===== src/rtl/ex_muldiv_unit_pkg.sv =====
// Op codes, FSM state encoding and op-class helpers shared by the EX-stage mul/div unit.
package ex_muldiv_unit_pkg;

  typedef enum logic [2:0] {
    MD_MULT  = 3'd0,
    MD_MULTU = 3'd1,
    MD_DIV   = 3'd2,
    MD_DIVU  = 3'd3,
    MD_MTHI  = 3'd4,
    MD_MTLO  = 3'd5
  } md_op_e;

  typedef enum logic [2:0] {
    ST_IDLE = 3'd0,
    ST_MUL  = 3'd1,
    ST_DIV  = 3'd2,
    ST_SIGN = 3'd3,
    ST_DONE = 3'd4
  } md_state_e;

  function automatic logic is_arith_op(input logic [2:0] op);
    return (op == MD_MULT) || (op == MD_MULTU) || (op == MD_DIV) || (op == MD_DIVU);
  endfunction

  function automatic logic is_div_op(input logic [2:0] op);
    return (op == MD_DIV) || (op == MD_DIVU);
  endfunction

  function automatic logic is_signed_op(input logic [2:0] op);
    return (op == MD_MULT) || (op == MD_DIV);
  endfunction

endpackage


===== src/rtl/muldiv_divider.sv =====
// Iterative radix-2 restoring divider on unsigned magnitudes; one quotient bit per step.
module muldiv_divider
  import ex_muldiv_unit_pkg::*;
#(
  parameter int WIDTH = 32
) (
  input  logic             clk_i,
  input  logic             rst_ni,
  input  logic             load_i,
  input  logic             step_i,
  input  logic [WIDTH-1:0] dividend_i,
  input  logic [WIDTH-1:0] divisor_i,
  output logic [WIDTH-1:0] quotient_o,
  output logic [WIDTH-1:0] remainder_o
);

  logic [WIDTH-1:0] quo_q, rem_q, dvs_q;
  logic [WIDTH:0]   shifted_s, trial_s;

  // Shift in the next dividend bit and try subtracting the divisor
  always_comb begin
    shifted_s = {rem_q, quo_q[WIDTH-1]};
    trial_s   = shifted_s - {1'b0, dvs_q};
  end

  // Partial remainder / quotient shift register; a negative trial restores the shifted value
  always_ff @(posedge clk_i or negedge rst_ni) begin
    if (!rst_ni) begin
      quo_q <= {WIDTH{1'b0}};
      rem_q <= {WIDTH{1'b0}};
      dvs_q <= {WIDTH{1'b0}};
    end else if (load_i) begin
      quo_q <= dividend_i;
      rem_q <= {WIDTH{1'b0}};
      dvs_q <= divisor_i;
    end else if (step_i) begin
      if (!trial_s[WIDTH]) begin
        rem_q <= trial_s[WIDTH-1:0];
        quo_q <= {quo_q[WIDTH-2:0], 1'b1};
      end else begin
        rem_q <= shifted_s[WIDTH-1:0];
        quo_q <= {quo_q[WIDTH-2:0], 1'b0};
      end
    end
  end

  assign quotient_o  = quo_q;
  assign remainder_o = rem_q;

endmodule


===== src/rtl/ex_muldiv_unit.sv =====
// Multi-cycle signed/unsigned multiply/divide unit with private HI/LO registers.
// Optional MULDIV_DIV0_TRAP_EN: divide by zero short-circuits and raises div_zero_o.
module ex_muldiv_unit
  import ex_muldiv_unit_pkg::*;
#(
  parameter int WIDTH      = 32,
  parameter int MUL_CYCLES = 2
) (
  input  logic             clk_i,
  input  logic             rst_ni,
  input  logic             start_i,
  input  logic [2:0]       op_i,
  input  logic [WIDTH-1:0] a_i,
  input  logic [WIDTH-1:0] b_i,
  input  logic             cancel_i,
  input  logic             hilo_read_i,
  output logic             busy_o,
  output logic             done_o,
  output logic             stall_o,
`ifdef MULDIV_DIV0_TRAP_EN
  output logic             div_zero_o,
`endif
  output logic [WIDTH-1:0] hi_o,
  output logic [WIDTH-1:0] lo_o
);

  localparam int CNT_MAX = (WIDTH > MUL_CYCLES) ? WIDTH : MUL_CYCLES;
  localparam int CNT_W   = $clog2(CNT_MAX);
  localparam logic [CNT_W-1:0] DIV_LAST = CNT_W'(WIDTH - 1);
  localparam logic [CNT_W-1:0] MUL_LAST = CNT_W'(MUL_CYCLES - 1);

  md_state_e          state_q, state_d;
  logic [CNT_W-1:0]   cnt_q, cnt_d;
  logic [2:0]         op_q;
  logic [WIDTH-1:0]   a_mag_q, b_mag_q, hi_q, lo_q;
  logic               a_neg_q, b_neg_q, trap_q;
  logic [2*WIDTH-1:0] prod_q;

  logic               launch_s, trap_s, a_neg_s, b_neg_s, neg_s;
  logic               div_load_s, div_step_s;
  logic [WIDTH-1:0]   a_mag_s, b_mag_s, quot_s, rem_s, quot_fix_s, rem_fix_s;
  logic [2*WIDTH-1:0] prod_fix_s;

  // Launch decode and operand magnitudes (unsigned ops keep the raw value)
  always_comb begin
    launch_s = (state_q == ST_IDLE) && start_i && is_arith_op(op_i);
    a_neg_s  = is_signed_op(op_i) && a_i[WIDTH-1];
    b_neg_s  = is_signed_op(op_i) && b_i[WIDTH-1];
    a_mag_s  = a_neg_s ? ({WIDTH{1'b0}} - a_i) : a_i;
    b_mag_s  = b_neg_s ? ({WIDTH{1'b0}} - b_i) : b_i;
`ifdef MULDIV_DIV0_TRAP_EN
    trap_s   = launch_s && is_div_op(op_i) && (b_i == {WIDTH{1'b0}});
`else
    trap_s   = 1'b0;
`endif
  end

  // Next-state logic; a trapped divide hops through SIGN (no commit) so Done lands in cycle 2
  always_comb begin
    state_d    = state_q;
    cnt_d      = cnt_q;
    div_load_s = 1'b0;
    div_step_s = 1'b0;
    case (state_q)
      ST_IDLE: begin
        if (trap_s) begin
          state_d = ST_SIGN;
        end else if (launch_s && is_div_op(op_i)) begin
          state_d    = ST_DIV;
          cnt_d      = DIV_LAST;
          div_load_s = 1'b1;
        end else if (launch_s) begin
          state_d = ST_MUL;
          cnt_d   = MUL_LAST;
        end else begin
          state_d = ST_IDLE;
        end
      end
      ST_MUL: begin
        if (cancel_i) begin
          state_d = ST_IDLE;
        end else if (cnt_q == {CNT_W{1'b0}}) begin
          state_d = ST_SIGN;
        end else begin
          cnt_d = cnt_q - CNT_W'(1);
        end
      end
      ST_DIV: begin
        div_step_s = 1'b1;
        if (cancel_i) begin
          state_d = ST_IDLE;
        end else if (cnt_q == {CNT_W{1'b0}}) begin
          state_d = ST_SIGN;
        end else begin
          cnt_d = cnt_q - CNT_W'(1);
        end
      end
      ST_SIGN: state_d = ST_DONE;
      ST_DONE: state_d = ST_IDLE;
      default: state_d = ST_IDLE;
    endcase
  end

  // State, counter and latched operand context
  always_ff @(posedge clk_i or negedge rst_ni) begin
    if (!rst_ni) begin
      state_q <= ST_IDLE;
      cnt_q   <= {CNT_W{1'b0}};
      op_q    <= 3'd0;
      a_mag_q <= {WIDTH{1'b0}};
      b_mag_q <= {WIDTH{1'b0}};
      a_neg_q <= 1'b0;
      b_neg_q <= 1'b0;
      trap_q  <= 1'b0;
    end else begin
      state_q <= state_d;
      cnt_q   <= cnt_d;
      if (launch_s) begin
        op_q    <= op_i;
        a_mag_q <= a_mag_s;
        b_mag_q <= b_mag_s;
        a_neg_q <= a_neg_s;
        b_neg_q <= b_neg_s;
        trap_q  <= trap_s;
      end
    end
  end

  // Magnitude product, registered while in MUL
  always_ff @(posedge clk_i or negedge rst_ni) begin
    if (!rst_ni) begin
      prod_q <= {2*WIDTH{1'b0}};
    end else if (state_q == ST_MUL) begin
      prod_q <= {{WIDTH{1'b0}}, a_mag_q} * {{WIDTH{1'b0}}, b_mag_q};
    end
  end

  muldiv_divider #(.WIDTH(WIDTH)) u_divider (
    .clk_i      (clk_i),
    .rst_ni     (rst_ni),
    .load_i     (div_load_s),
    .step_i     (div_step_s),
    .dividend_i (a_mag_s),
    .divisor_i  (b_mag_s),
    .quotient_o (quot_s),
    .remainder_o(rem_s)
  );

  // Sign fix-up; remainder follows the dividend's sign
  always_comb begin
    neg_s      = a_neg_q ^ b_neg_q;
    prod_fix_s = neg_s ? ({2*WIDTH{1'b0}} - prod_q) : prod_q;
    quot_fix_s = neg_s ? ({WIDTH{1'b0}} - quot_s) : quot_s;
    rem_fix_s  = a_neg_q ? ({WIDTH{1'b0}} - rem_s) : rem_s;
  end

  // HI/LO: mthi/mtlo writes in IDLE, results commit on the edge entering DONE
  always_ff @(posedge clk_i or negedge rst_ni) begin
    if (!rst_ni) begin
      hi_q <= {WIDTH{1'b0}};
      lo_q <= {WIDTH{1'b0}};
    end else if ((state_q == ST_IDLE) && start_i && (op_i == MD_MTHI)) begin
      hi_q <= a_i;
    end else if ((state_q == ST_IDLE) && start_i && (op_i == MD_MTLO)) begin
      lo_q <= a_i;
    end else if ((state_q == ST_SIGN) && !trap_q) begin
      if (is_div_op(op_q)) begin
        hi_q <= rem_fix_s;
        lo_q <= quot_fix_s;
      end else begin
        hi_q <= prod_fix_s[2*WIDTH-1:WIDTH];
        lo_q <= prod_fix_s[WIDTH-1:0];
      end
    end
  end

  assign busy_o  = (state_q != ST_IDLE);
  assign done_o  = (state_q == ST_DONE);
  assign stall_o = busy_o & (hilo_read_i | start_i);
  assign hi_o    = hi_q;
  assign lo_o    = lo_q;
`ifdef MULDIV_DIV0_TRAP_EN
  assign div_zero_o = done_o & trap_q;
`endif

endmodule

===== config.mk =====
export PLATFORM = sky130hd
export DESIGN_NAME = ex_muldiv_unit
export DESIGN_NICKNAME = d
export VERILOG_FILES = /design/src/rtl/ex_muldiv_unit_pkg.sv /design/src/rtl/muldiv_divider.sv /design/src/rtl/ex_muldiv_unit.sv
export SDC_FILE = /design/constraint.sdc
export NUM_CORES = 2
export LEC_CHECK = 0
export CORE_ASPECT_RATIO = 0.8
export CORE_MARGIN = 1
export CORE_UTILIZATION = 51
export CTS_CLUSTER_DIAMETER = 100
export DETAILED_ROUTE_END_ITERATION = 7
export HOLD_SLACK_MARGIN = 0.02
export PLACE_DENSITY_LB_ADDON = 0.05
export REMOVE_ABC_BUFFERS = 1
export SYNTH_ARGS = -nofsm -noshare
export SYNTH_HDL_FRONTEND = slang
export SYNTH_HIERARCHICAL = 1
export SYNTH_SLANG_ARGS = --single-unit

===== constraint.sdc =====
create_clock -name clk_i -period 9 [get_ports clk_i]
set_clock_uncertainty 0.05 [all_clocks]
set_input_delay 0.9 -clock clk_i [delete_from_list [all_inputs] [get_ports clk_i]]
set_output_delay 0.9 -clock clk_i [all_outputs]
set_load 0.03 [all_outputs]

==> key figures <==
Status
  – Status: completed

Global routing
  – GRT overflow: 0
  – Vias in the first global route: 41,590
  – Total GRT Usage: 31.41%
  – First-pass GRT wire length: 250.8 mm
  – Largest net degree at the start of global routing: 100
  – Initial antenna violation count: 2

Logic synthesis
  – Register area share after synthesis: 14.39%
  – EDFF count, synth: 0
  – Yosys cell types: 99
  – Top cell type's share of synthesized area: 34.41%
  – Synth area leaders: fa_1, dfrtp_1, and2_1, ha_1, nand2_1
  – Post-synthesis cell area: 52,180 sq um
  – Async SR Flop Fraction: 100.0%
  – Post-synthesis cell count: 5,960
  – Ys flop type: dfrtp_1
  – Synth area leader: fa_1
  – Mean post-synth cell area: 8.755 sq um
  – Synth warnings: 6
  – Seq cells post-synth: 300
  – Top cells by count, synth: nand2_1, inv_1, fa_1, and2_1, clkbuf_1
  – Most instantiated library cell after synthesis: nand2_1

Setup path
  – CP most frequent cell: fa_1
  – Crit-path cells: buf_4 > and2_1 > fa_1 > inv_1 > fa_1 > fa_1 > fa_1 > inv_1 > ha_1 > ha_1 > fa_1 > fa_1 > ha_1 > a211oi_1 > o21ai_0 > o311ai_1 > nand3_1 > a31oi_1 > o21bai_1 > a21oi_1 > xnor2_1 > o21ai_0
  – Crit path kind: flip-flop to flip-flop
  – CP Launch Point: a_mag_q[7]
  – Crit. End Element: flip-flop
  – Critical-path top delay cell: dfrtp_1
  – Worst r2r src: a_mag_q[7]
  – Critical path data required time: 9.34 ns
  – Crit-path max cell delay: 1.17 ns
  – Worst-path maximum fanout: 24
  – Data arrival, critical path: 9.00 ns
  – CP Launch Type: flip-flop

Clocking
  – Worst-skew pair later-pin latency: 0.56 ns
  – CTS Sinks: 300
  – Post_cts resized: 0
  – H-tree depth reported by CTS: 2
  – Clk buf depth: 3
  – # hold bufs at CTS: 0
  – Total setup buffers inserted after CTS: 0
  – CTS tree: yes
  – Root buffer cell: clkbuf_16
  – Clock transition at path regs: 0.06 ns
  – Num CTS Buffers: 34

Die
  – Die area: 103,600 sq um
  – Effective utilization at floorplan: 51.67%
  – Row count: 104
  – Ports: 139
  – Die width: 359.6 microns
  – Chip Height: 288.1 microns
  – Core area: 101,000 sq um

STA
  – Slew @ Worst Pin: 1.264 ns
  – Tcrit/Tclk final: 96.21%
  – Max Clock Freq: 0.1155 GHz
  – Final worst slack: 0.3410 ns
  – Pins over their slew limit: 0
  – Final min period: 8.659 ns
  – Final hold violation count: 0
  – RSZ-0062 raised after global routing: no
  – Max-slew headroom: 15.70%
  – Final setup viols: 0

Placement
  – Dpl ws: 0.4889 ns
  – Routability cong.: 0.9424
  – Dpl hpwl: 126.4 mm
  – Port Buf Inserts: 138

Finish
  – Synthesis-to-layout area growth: 7.172%
  – Final nets: 7,173
  – Layout cell share with drive strength beyond 1: 4.287%

Route
  – Final ANT Viol Nets: 0
  – Via/cell ratio: 5.633
  – DR pass1 iterations: 6
  – Avg WL per Cell: 21.83 microns
  – DRC viols: 0
  – Final wirelength: 158.3 mm
  – Routed vias: 40,850
  – Iter 0 DRT Violations: 3,411

Hold path
  – Hold Path Class: input port to async pin

Flow run
  – Max cap viols: 0
## registers in the layout, summed over array words and instances (netlist names)
signal / cells
a_mag_q: 32
a_neg_q: 1
b_mag_q: 32
b_neg_q: 1
cnt_q: 5
hi_o: 32
lo_o: 32
op_q: 2
prod_q: 64
state_q: 3
u_divider/dvs_q: 32
u_divider/quotient_o: 32
u_divider/remainder_o: 32
## metal layers
layer | vias up | part of all wire (%) | wire (microns) | track usage (%)
met5 | - | 0 | 0 | 0
li1 | 18490 | - | - | -
met4 | 0 | 2.4 | 3843 | 6.870
met3 | 178 | 6.5 | 10290 | 3.582
met1 | 20850 | 46 | 73130 | 47.30
met2 | 1335 | 45 | 71060 | 48.71
## layout by cell type (no fill, tap or decap), drive strengths merged, types with 17 or more instances in the layout
cell type / Yosys / layout
or3: 23 / 23
nor3: 44 / 44
clkdlybuf4s50: 0 / 137
o31ai: 27 / 27
nand2: 943 / 943
dfrtp: 300 / 300
ha: 302 / 302
a21oi: 210 / 210
clkbuf: 331 / 45
fa: 897 / 897
xnor2: 145 / 145
nor2: 206 / 206
a21o: 44 / 44
o21bai: 17 / 17
nand4: 32 / 32
nor4: 36 / 36
buf: 23 / 123
a31oi: 22 / 22
a211oi: 47 / 47
and2: 622 / 622
o41ai: 22 / 22
or4: 23 / 23
and3: 23 / 23
a311oi: 30 / 30
inv: 927 / 928
mux2i: 36 / 36
o211ai: 23 / 23
xor2: 116 / 116
o21ai: 264 / 264
nand3: 48 / 48
## stage by stage
stage	instance area [sq um]	cells	util (%)	TNS (ns)	hold WS (ns)
2_1_floorplan	50750	5606	-	-3.523	0.4123
3_3_place_gp	54790	7191	54.26	0	0.4353
3_5_place_dp	54790	7191	54.26	0	0.4531
4_1_cts	55920	7250	55.38	0	0.2344
5_1_grt	55920	7250	55.38	0	0.2603
6_report	55920	7252	55.38	0	0.2306
## cells by family after synthesis
kind of cell,Yosys count,share of synthesized area (%)
AOI/OAI and AO/OA,804,9.743
xor gates and xnor gates,261,4.381
adders and majority gates,1199,41.66
buffers and inverters,1282,9.409
DFF,300,14.39
muxes,46,0.9280
and+or+nand+nor,2068,19.50
## worst max-delay path: cells and delay by family (launching register included)
| kind | cells | cell delay, ns |
|---|---|---|
| compound gates | 7 | 2.52 |
| xor+xnor | 1 | 0.16 |
| fa+ha+maj | 9 | 3.74 |
| buf+inv | 3 | 0.45 |
| flops | 1 | 1.17 |
| simple gates | 2 | 0.40 |
## final cells by class
class                      instances  area [sq um]
tap                             1325          1658
timing repair buffer             260          2315
clock buffer                      45         963.4
inverter                         928          3486
sequential                       300          7508
multi-input combinational       4378         39820
antenna                            2         5.005
fill                            9464         45060
clock inverter                    14         161.4
## final timing paths
kind,slack (ns),cells past startpoint,to
min,0.23,1,u_divider/dvs_q[9]
max in group asynchronous,6.55,3,u_divider/quotient_o[21]
max reg2reg,0.34,22,prod_q[35]
max,0.34,22,prod_q[35]
min reg2reg,0.46,1,cnt_q[0]
min in group clk_i,0.46,1,cnt_q[0]
Power is left out: the tool's default activity adds up to more than one toggle a clock period on the data nets, which glitch-free logic cannot reach.
